File: config.mk
export PLATFORM = sky130hd
export DESIGN_NAME = mioc_dram_seq
export DESIGN_NICKNAME = d
export VERILOG_FILES = /design/src/rtl/mioc_dram_seq_pkg.sv /design/src/rtl/mioc_dram_seq_dly_cnt.sv /design/src/rtl/mioc_dram_seq.sv
export SDC_FILE = /design/constraint.sdc
export NUM_CORES = 1
export LEC_CHECK = 0
export BUFFER_PORTS_ARGS = -buffer_cell sky130_fd_sc_hd__buf_2
export CAP_MARGIN = 20
export CORE_MARGIN = 1.5
export CORE_UTILIZATION = 38
export CTS_BUF_LIST = sky130_fd_sc_hd__clkbuf_8 sky130_fd_sc_hd__clkbuf_16
export DETAILED_ROUTE_END_ITERATION = 8
export HOLD_SLACK_MARGIN = 0.05
export PLACE_DENSITY = 0.53
export SYNTH_ARGS = -nofsm -noshare
export SYNTH_HDL_FRONTEND = slang
export SYNTH_HIERARCHICAL = 1
export SYNTH_SLANG_ARGS = --single-unit
export TNS_END_PERCENT = 5
File: constraint.sdc
create_clock -name b_phi_i -period 3.9 [get_ports b_phi_i]
set_input_delay 0 -clock b_phi_i [delete_from_list [all_inputs] [get_ports b_phi_i]]
set_output_delay 0 -clock b_phi_i [all_outputs]
set_load 0.02 [all_outputs]
File: src/rtl/mioc_dram_seq_pkg.sv
// Shared types and default timing for the MIOC DRAM strobe sequencer.
// The FSM encoding and counter width are fixed here so the counter and the top agree.
package mioc_dram_seq_pkg;

   localparam int CNT_W = 4;

   typedef logic [CNT_W-1:0] cnt_t;

   typedef enum logic [2:0] {
      ST_IDLE = 3'd0,
      ST_RAS  = 3'd1,
      ST_MUXW = 3'd2,
      ST_CAS  = 3'd3,
      ST_PRE  = 3'd4,
      ST_REF  = 3'd5
   } state_t;

   // Refresh walks the shared counter through the three access phases in turn.
   typedef enum logic [1:0] {
      RP_ROW = 2'd0,
      RP_MUX = 2'd1,
      RP_CAS = 2'd2
   } ref_ph_t;

   localparam int DEF_NBANK    = 2;
   localparam int DEF_BANK_W   = 1;
   localparam int DEF_RAS2MUX  = 1;
   localparam int DEF_MUX2CAS  = 1;
   localparam int DEF_CAS_W    = 2;
   localparam int DEF_PRECHG   = 2;
   localparam int DEF_WAIT_CYC = 0;

   // A phase of N cycles loads N-1; the counter reads zero on its last cycle.
   function automatic cnt_t cyc2cnt(input int cyc);
      return cnt_t'(cyc - 1);
   endfunction

endpackage

File: src/rtl/mioc_dram_seq_dly_cnt.sv
// Shared phase timer: load on state entry, count down to zero and hold there.
// done_o is high on the last cycle of the loaded phase.
module mioc_dram_seq_dly_cnt
   import mioc_dram_seq_pkg::*;
(
   input  logic clk_i,
   input  logic rst_n_i,
   input  logic ld_i,
   input  cnt_t val_i,
   output logic done_o
);

   cnt_t cnt_q;

   always_ff @(posedge clk_i or negedge rst_n_i) begin
      if (!rst_n_i) begin
         cnt_q <= '0;
      end else if (ld_i) begin
         cnt_q <= val_i;
      end else if (cnt_q != '0) begin
         cnt_q <= cnt_q - cnt_t'(1);
      end
   end

   assign done_o = (cnt_q == '0);

endmodule

File: src/rtl/mioc_dram_seq.sv
// DRAM strobe sequencer: RAS/MUX/CAS/WAIT from the buffered Z80 bus, RAS-only refresh,
// and the 6801 DMA bus-request handshake. All outputs are registered.
module mioc_dram_seq
   import mioc_dram_seq_pkg::*;
#(
   parameter int NBANK    = DEF_NBANK,
   parameter int BANK_W   = DEF_BANK_W,
   parameter int RAS2MUX  = DEF_RAS2MUX,
   parameter int MUX2CAS  = DEF_MUX2CAS,
   parameter int CAS_W    = DEF_CAS_W,
   parameter int PRECHG   = DEF_PRECHG,
   parameter int WAIT_CYC = DEF_WAIT_CYC
) (
   input  logic              b_phi_i,
   input  logic              rst_n_i,
   input  logic              bmreq_n_i,
   input  logic              brfsh_n_i,
   input  logic              brd_n_i,
   input  logic              n_bwr_i,
   input  logic              bm1_n_i,
   input  logic [BANK_W-1:0] bank_i,
   input  logic              dma_n_i,
   input  logic              busak_n_i,
   output logic              ras_n_o,
   output logic              mux_o,
   output logic [NBANK-1:0]  cas_n_o,
   output logic              wait_n_o,
   output logic              busrq_n_o,
   output logic              busy_o
);

   state_t              state_q, state_d;
   ref_ph_t             ref_ph_q, ref_ph_d;

   logic                bmreq_q, bmreq_hist_q;
   logic                brfsh_q, brd_q, bwr_q, bm1_q, dma_q;
   logic                pend_q, pend_ref_q;
   logic [BANK_W-1:0]   bank_q;
   cnt_t                wait_cnt_q;

   logic                ras_n_q, mux_q, wait_n_q, busrq_n_q, busy_q;
   logic [NBANK-1:0]    cas_n_q;

   logic                fell, rd_wr;
   logic                start_req, start_ref;
   logic                cnt_ld, cnt_done;
   cnt_t                cnt_val;
   logic [NBANK-1:0]    cas_sel;

   // Bus acknowledge is status only; strobe timing never depends on it.
   logic                unused_busak;
   assign unused_busak = busak_n_i;

   assign fell  = bmreq_hist_q & ~bmreq_q;
   assign rd_wr = ~brd_q | ~bwr_q;

   // An out-of-range bank leaves every CAS bit idle but keeps the timing.
   always_comb begin
      cas_sel = '0;
      for (int b = 0; b < NBANK; b++) begin
         if (int'(bank_q) == b) cas_sel[b] = 1'b1;
      end
   end

   mioc_dram_seq_dly_cnt u_cnt (
      .clk_i   (b_phi_i),
      .rst_n_i (rst_n_i),
      .ld_i    (cnt_ld),
      .val_i   (cnt_val),
      .done_o  (cnt_done)
   );

   always_comb begin
      // NOTE: every signal written here gets a default first, so no path can infer a latch.
      state_d   = state_q;
      ref_ph_d  = ref_ph_q;
      cnt_ld    = 1'b0;
      cnt_val   = '0;
      start_req = 1'b0;
      start_ref = 1'b0;

      case (state_q)
         ST_IDLE: begin
            if (fell) begin
               start_req = 1'b1;
               start_ref = ~brfsh_q;
            end
         end
         ST_RAS: begin
            if (cnt_done) begin
               state_d = ST_MUXW;
               cnt_ld  = 1'b1;
               cnt_val = cyc2cnt(MUX2CAS);
            end
         end
         ST_MUXW: begin
            if (cnt_done && rd_wr) begin
               state_d = ST_CAS;
               cnt_ld  = 1'b1;
               cnt_val = cyc2cnt(CAS_W);
            end else if (bmreq_q && !rd_wr) begin
               state_d = ST_PRE;
               cnt_ld  = 1'b1;
               cnt_val = cyc2cnt(PRECHG);
            end
         end
         ST_CAS: begin
            if (cnt_done) begin
               state_d = ST_PRE;
               cnt_ld  = 1'b1;
               cnt_val = cyc2cnt(PRECHG);
            end
         end
         ST_PRE: begin
            if (cnt_done) begin
               if (pend_q) begin
                  start_req = 1'b1;
                  start_ref = pend_ref_q;
               end else if (fell) begin
                  start_req = 1'b1;
                  start_ref = ~brfsh_q;
               end else begin
                  state_d = ST_IDLE;
               end
            end
         end
         ST_REF: begin
            if (cnt_done) begin
               cnt_ld = 1'b1;
               case (ref_ph_q)
                  RP_ROW: begin
                     ref_ph_d = RP_MUX;
                     cnt_val  = cyc2cnt(MUX2CAS);
                  end
                  RP_MUX: begin
                     ref_ph_d = RP_CAS;
                     cnt_val  = cyc2cnt(CAS_W);
                  end
                  default: begin
                     state_d = ST_PRE;
                     cnt_val = cyc2cnt(PRECHG);
                  end
               endcase
            end
         end
         default: state_d = ST_IDLE;
      endcase

      // Both an access and a refresh open with the row phase.
      if (start_req) begin
         state_d  = start_ref ? ST_REF : ST_RAS;
         ref_ph_d = RP_ROW;
         cnt_ld   = 1'b1;
         cnt_val  = cyc2cnt(RAS2MUX);
      end
   end

   // History resets to "low seen" so a request held low through reset never restarts.
   always_ff @(posedge b_phi_i or negedge rst_n_i) begin
      if (!rst_n_i) begin
         state_q      <= ST_IDLE;
         ref_ph_q     <= RP_ROW;
         bmreq_q      <= 1'b0;
         bmreq_hist_q <= 1'b0;
         brfsh_q      <= 1'b1;
         brd_q        <= 1'b1;
         bwr_q        <= 1'b1;
         bm1_q        <= 1'b1;
         dma_q        <= 1'b1;
         pend_q       <= 1'b0;
         pend_ref_q   <= 1'b0;
         bank_q       <= '0;
         wait_cnt_q   <= '0;
         ras_n_q      <= 1'b1;
         mux_q        <= 1'b0;
         cas_n_q      <= '1;
         wait_n_q     <= 1'b1;
         busrq_n_q    <= 1'b1;
         busy_q       <= 1'b0;
      end else begin
         // NOTE: non-blocking throughout, so every register here sees pre-edge values.
         bmreq_q      <= bmreq_n_i;
         bmreq_hist_q <= bmreq_q;
         brfsh_q      <= brfsh_n_i;
         brd_q        <= brd_n_i;
         bwr_q        <= n_bwr_i;
         bm1_q        <= bm1_n_i;
         dma_q        <= dma_n_i;
         state_q      <= state_d;
         ref_ph_q     <= ref_ph_d;

         if (start_req) begin
            pend_q <= 1'b0;
            if (!start_ref) bank_q <= bank_i;
         end else if (fell && state_q != ST_IDLE && !pend_q) begin
            pend_q     <= 1'b1;
            pend_ref_q <= ~brfsh_q;
         end

         ras_n_q <= (state_d == ST_IDLE) || (state_d == ST_PRE);
         mux_q   <= (state_d == ST_MUXW) || (state_d == ST_CAS);
         cas_n_q <= (state_d == ST_CAS) ? ~cas_sel : '1;
         busy_q  <= (state_d != ST_IDLE);

         if (WAIT_CYC > 0 && start_req && !start_ref && !bm1_q) begin
            wait_n_q   <= 1'b0;
            wait_cnt_q <= cyc2cnt(WAIT_CYC);
         end else if (!wait_n_q) begin
            if (wait_cnt_q == '0) wait_n_q <= 1'b1;
            else                  wait_cnt_q <= wait_cnt_q - cnt_t'(1);
         end

         // Bus request drops at once but is only released outside an active cycle.
         if (!dma_q) begin
            busrq_n_q <= 1'b0;
         end else if (state_q == ST_IDLE || state_q == ST_PRE) begin
            busrq_n_q <= 1'b1;
         end
      end
   end

   assign ras_n_o   = ras_n_q;
   assign mux_o     = mux_q;
   assign cas_n_o   = cas_n_q;
   assign wait_n_o  = wait_n_q;
   assign busrq_n_o = busrq_n_q;
   assign busy_o    = busy_q;

endmodule
Word-level counts from Yosys, hierarchy flattened
Cells that the tools add are included.
{ "classes": {"n_reduce_logical": 28, "n_eq_ne": 10, "n_bitwise": 11, "mux": 47, "add_sub_neg": 2} }
{ "ops": {"columns": ["operator", "count"], "rows": [
  ["$mux W3", 11],
  ["$mux W1", 23],
  ["$pmux W3 S6", 1],
  ["$eq A3 B2 Y1 const B", 4],
  ["$mux W4", 3],
  ["$eq A3 B3 Y1 const B", 3],
  ["$reduce_bool A3 Y1", 3],
  ["$logic_not A4 Y1", 2],
  ["$mux W2", 4],
  ["$not A1 Y1", 8],
  ["$reduce_bool A2 Y1", 4],
  ["$sub A4 B1 Y4 const B", 2],
  ["$logic_not A3 Y1", 2],
  ["$pmux W1 S2", 3],
  ["$reduce_and A2 Y1", 3],
  ["$logic_and A1 B1 Y1", 4],
  ["$pmux W2 S2", 1],
  ["$reduce_bool A4 Y1", 1],
  ["$eq A3 B1 Y1 const B", 1],
  ["$logic_or A1 B1 Y1", 3],
  ["$pmux W1 S3", 1],
  ["$reduce_and A3 Y1", 1],
  ["$reduce_or A3 Y1", 1],
  ["$eq A2 B1 Y1 const B", 1],
  ["7 further kinds", 8]
]} }
{ "totals": {"output_inout_bits": 7, "elab_cells": 117, "register_bits": 29} }

Logic depth before layout (Yosys ltp)
{ "depth": {"word_depth": 10, "depth_mapped": 10} }

Hierarchy
The synthesis kept the hierarchy.
{ "by_module_without_submodules": {"columns": ["mod", "n_inst", "seq_area_each_um2", "area_per_inst_um2", "cells_each"], "rows": [
  ["mioc_dram_seq", 1, 636.9, 1111.1, 99],
  ["mioc_dram_seq_dly_cnt", 1, 100.1, 234.0, 22]
]} }

Worst setup path after synthesis
No wires, ideal clock.
{ "synth_timing": {"kind": "register to register", "start": "register u_cnt.cnt_q[0]", "end": "register u_cnt.cnt_q[3]", "required_time_ns": 3.774, "period_less_slack_ns": 2.395, "path_stages_with_launch": 11, "setup_time_ns": 0.126, "slack_ns": 1.505, "arrival_time_ns": 2.269, "path_cell_list": "dfrtp_1 -> inv_1 -> ha_1 -> nor3b_4 -> nand2b_1 -> a211oi_1 -> o2bb2ai_1 -> nand2_1 -> clkbuf_1 -> nor3_1 -> a221o_1"} }
{ "synth_between": {"elab_chain_len": 6, "elab_cells_between_ends": 13, "classes_between": "add/sub (1); mux (8); reduce/logical (4)"} }
{ "synth_rtl": {"columns": ["item", "line", "text"], "rows": [
  ["from (decl)", "mioc_dram_seq_dly_cnt.sv:13", "cnt_t cnt_q;"],
  ["from (signal assigned)", "mioc_dram_seq_dly_cnt.sv:19", "cnt_q <= val_i;"],
  ["from (signal assigned)", "mioc_dram_seq_dly_cnt.sv:21", "cnt_q <= cnt_q - cnt_t'(1);"],
  ["$logic_not A4 Y1 (*)", "mioc_dram_seq_dly_cnt.sv:25", "assign done_o = (cnt_q == '0);"],
  ["via cnt_done", "mioc_dram_seq.sv:46", "logic cnt_ld, cnt_done;"],
  ["$logic_and A1 B1 Y1", "mioc_dram_seq.sv:97", "if (cnt_done && rd_wr) begin"],
  ["$mux W1", "mioc_dram_seq.sv:97", null],
  ["$pmux W1 S2", "mioc_dram_seq.sv:82", "case (state_q)"],
  ["$mux W1 (*)", "mioc_dram_seq.sv:150", "if (start_req) begin"],
  ["via cnt_ld", "mioc_dram_seq.sv:46", null],
  ["$mux W4 or $reduce_bool A2 Y1 (tied branches)", null, null]
]} }
The timed path passes the listed nets; every way through them passes the cells marked *. The select of a mux whose other input is x is not followed.
A chain may end at the register's enable or synchronous reset.

Worst setup path in the final report
Ends and elaborated chain as after synthesis.

==> run summary <==
status: finished, final reports clean
# diodes: 0
ranking of synthesized cells by area: dfrtp_1 37%, dfstp_2 18%, a21oi_1 3.0%
DR pass1 iterations: 4
Max Slew Vio Count: 0
vias in the first global route: 962
H-Tree Depth: 2
crit path DAT: 2.90 ns
DRT iter0 DRCs: 36
average size of a mapped cell: 11.1 um^2
worst-skew pair later-pin latency: 0.28 ns
power per cell area: 699 mW/mm^2
wire length per cell: 12.5 um
via count: 958
first-pass GRT wire length: 4.28 mm
Die Ht: 62.5 um
CTS tree: built
Tmin final: 2.74 ns
CP Max Fanout: 9
Synth cell types: 42
clk sinks: 29
# IOs: 17
number of setup buffers added after CTS: 0
Routed Antenna Nets: 0
Residual DRC: 0
routability congestion estimate: 0.790
worst vdd ir: 0.286 mV
Post-Place Worst Slack: 1.19 ns
Main synth FF type: dfrtp_1
worst hold slack: 0.262 ns
setup tns final: 0 ns
LEAKAGE: 0.719 nW
Initial Util: 0.400
initial antenna violation count: 0
Final Cycle Share: 0.704
CP Class: flip-flop to flip-flop
sequential share of the synthesized area: 0.548
hold crit path type: input pin to asynchronous set/reset pin
final worst setup slack: 1.16 ns
Worst Tran Pin Value: 0.617 ns
Cells after Synth: 121
post-synthesis cell area: 0.00135 mm^2
total CTS buffers: 5
share of the synthesized area in the top cell type: 0.372
cell taking the most area after synthesis: dfrtp_1
most numerous cell in the Yosys netlist: dfrtp_1
final core occ: 0.487
Synth async-reset ratio: 1.00
Commonest cells post-synth: 20 x dfrtp_1, 10 x nand2_1, 10 x nor2_1
share of cells above drive strength 1: 0.267
area grow syn2layout: 21.7%
Resize count post-CTS: 0
Clock transition at path regs: 0.06 ns
Total Nets Final: 161
largest net degree at the start of global routing: 30
DR vias/cell: 4.89
row count: 21
Die X: 62.5 um
Clock Skew: 0.00647 ns
full die area: 0.00391 mm^2
Crit. End Element: flip-flop
RSZ-0062 raised after global routing: no
setup violators final: 0
critical path required time: 4.06 ns
Startpoint Class: flip-flop
all-layer global routing usage: 0.146
Ys Warns: 6
EDFF count, synth: 0
f_max: 364 MHz
post-synthesis register bit count: 29
Clock Tree Buf Depth: 2
# hold bufs at CTS: 7
final wirelength: 2.45 mm
detailed-placement wirelength estimate: 1.74 mm
Hold Vio Cnt, Final: 0
fill count: 351
max_cap viols: 0
total core area: 0.00336 mm^2
Port Buf Inserts: 14
clock root cell: clkbuf_8
Slew headroom: 0.586
GRT overflow: 0
layer usage:
layer,vias to the layer above,share of wire,GRT usage
met5,-,0,0
met4,0,0.030,0.0917
met3,7,0.040,0.0595
met2,14,0.48,0.223
met1,463,0.45,0.171
li1,474,-,-
power by group:
group	internal, mW	total, mW	leakage (nW)	switching, mW
combinational	0.189	0.402	0.319	0.213
clock	0.159	0.269	0.0542	0.109
sequential	0.396	0.474	0.346	0.0783
flip-flops by register name (all words and copies together) (netlist names):
name          flops
bank_q            1
bmreq_hist_q      1
bmreq_q           1
brd_q             1
brfsh_q           1
busrq_n_o         1
busy_o            1
bwr_q             1
cas_n_o           2
dma_q             1
mux_o             1
pend_q            1
pend_ref_q        1
ras_n_o           1
ref_ph_q          2
state_q           3
u_cnt/cnt_q       4
wait_cnt_q        4
wait_n_o          1
critical path, stage by stage (launching register included):
cell and delay (ns):
dfrtp_1 0.38, inv_1 0.09, ha_1 0.22, nor3b_4 0.42, nand2b_1 0.13, a211oi_1 0.56, o2bb2ai_1 0.15, nand2_1 0.25
nor3_1 0.09, a221o_1 0.33
metrics by stage:
stage	std cells	cell area, um^2	power, mW
5_1_grt	196	1640	1.23
4_1_cts	196	1640	1.16
6_report	196	1640	1.14
3_3_place_gp	181	1470	0.863
3_5_place_dp	181	1470	0.876
2_1_floorplan	123	1350	0.787
final timing paths:
path | start | endpoint | slack [ns] | cells after the start
worst max register to register | u_cnt/cnt_q[0] | u_cnt/cnt_q[3] | 1.16 | 9
worst min-delay path | rst_n_i | pend_ref_q | 0.26 | 2
min in group b_phi_i | n_bwr_i | bwr_q | 0.35 | 2
worst max-delay path | u_cnt/cnt_q[0] | u_cnt/cnt_q[3] | 1.16 | 9
max in group asynchronous | rst_n_i | state_q[1] | 3.23 | 2
worst min register to register | bmreq_q | bmreq_hist_q | 0.44 | 0
cells in the final DEF, fill, tap and decap left out, types with 6 or more instances in the layout:
master / n
dfstp_2: 9
inv_1: 8
o21ai_0: 6
clkbuf_8: 7
dfrtp_1: 20
dlygate4sd3_1: 7
nor2_1: 10
a21oi_1: 8
buf_2: 14
nand2_1: 10
cell type report:
class                      count  area (um^2)  area share
timing repair buffer          21          140      0.0856
tap                           46         57.6      0.0352
inverter                       8         30.0      0.0183
multi-input combinational     84          571       0.349
clock buffer                   7         96.3      0.0589
clock inverter                 1         5.00     0.00306
sequential                    29          737       0.450
logic make-up (layout without fill, tap and decap cells):
logic type	Yosys count	in the layout	share of synthesized area
fa+ha+maj	2	2	0.0186
buf+inv	10	37	0.0335
other cells	1	3	0.00279
compound gates	29	29	0.162
xor+xnor	4	4	0.0261
mux	4	4	0.0344
flops	29	29	0.548
simple gates	42	42	0.175
(Power assumes the default switching activity.)
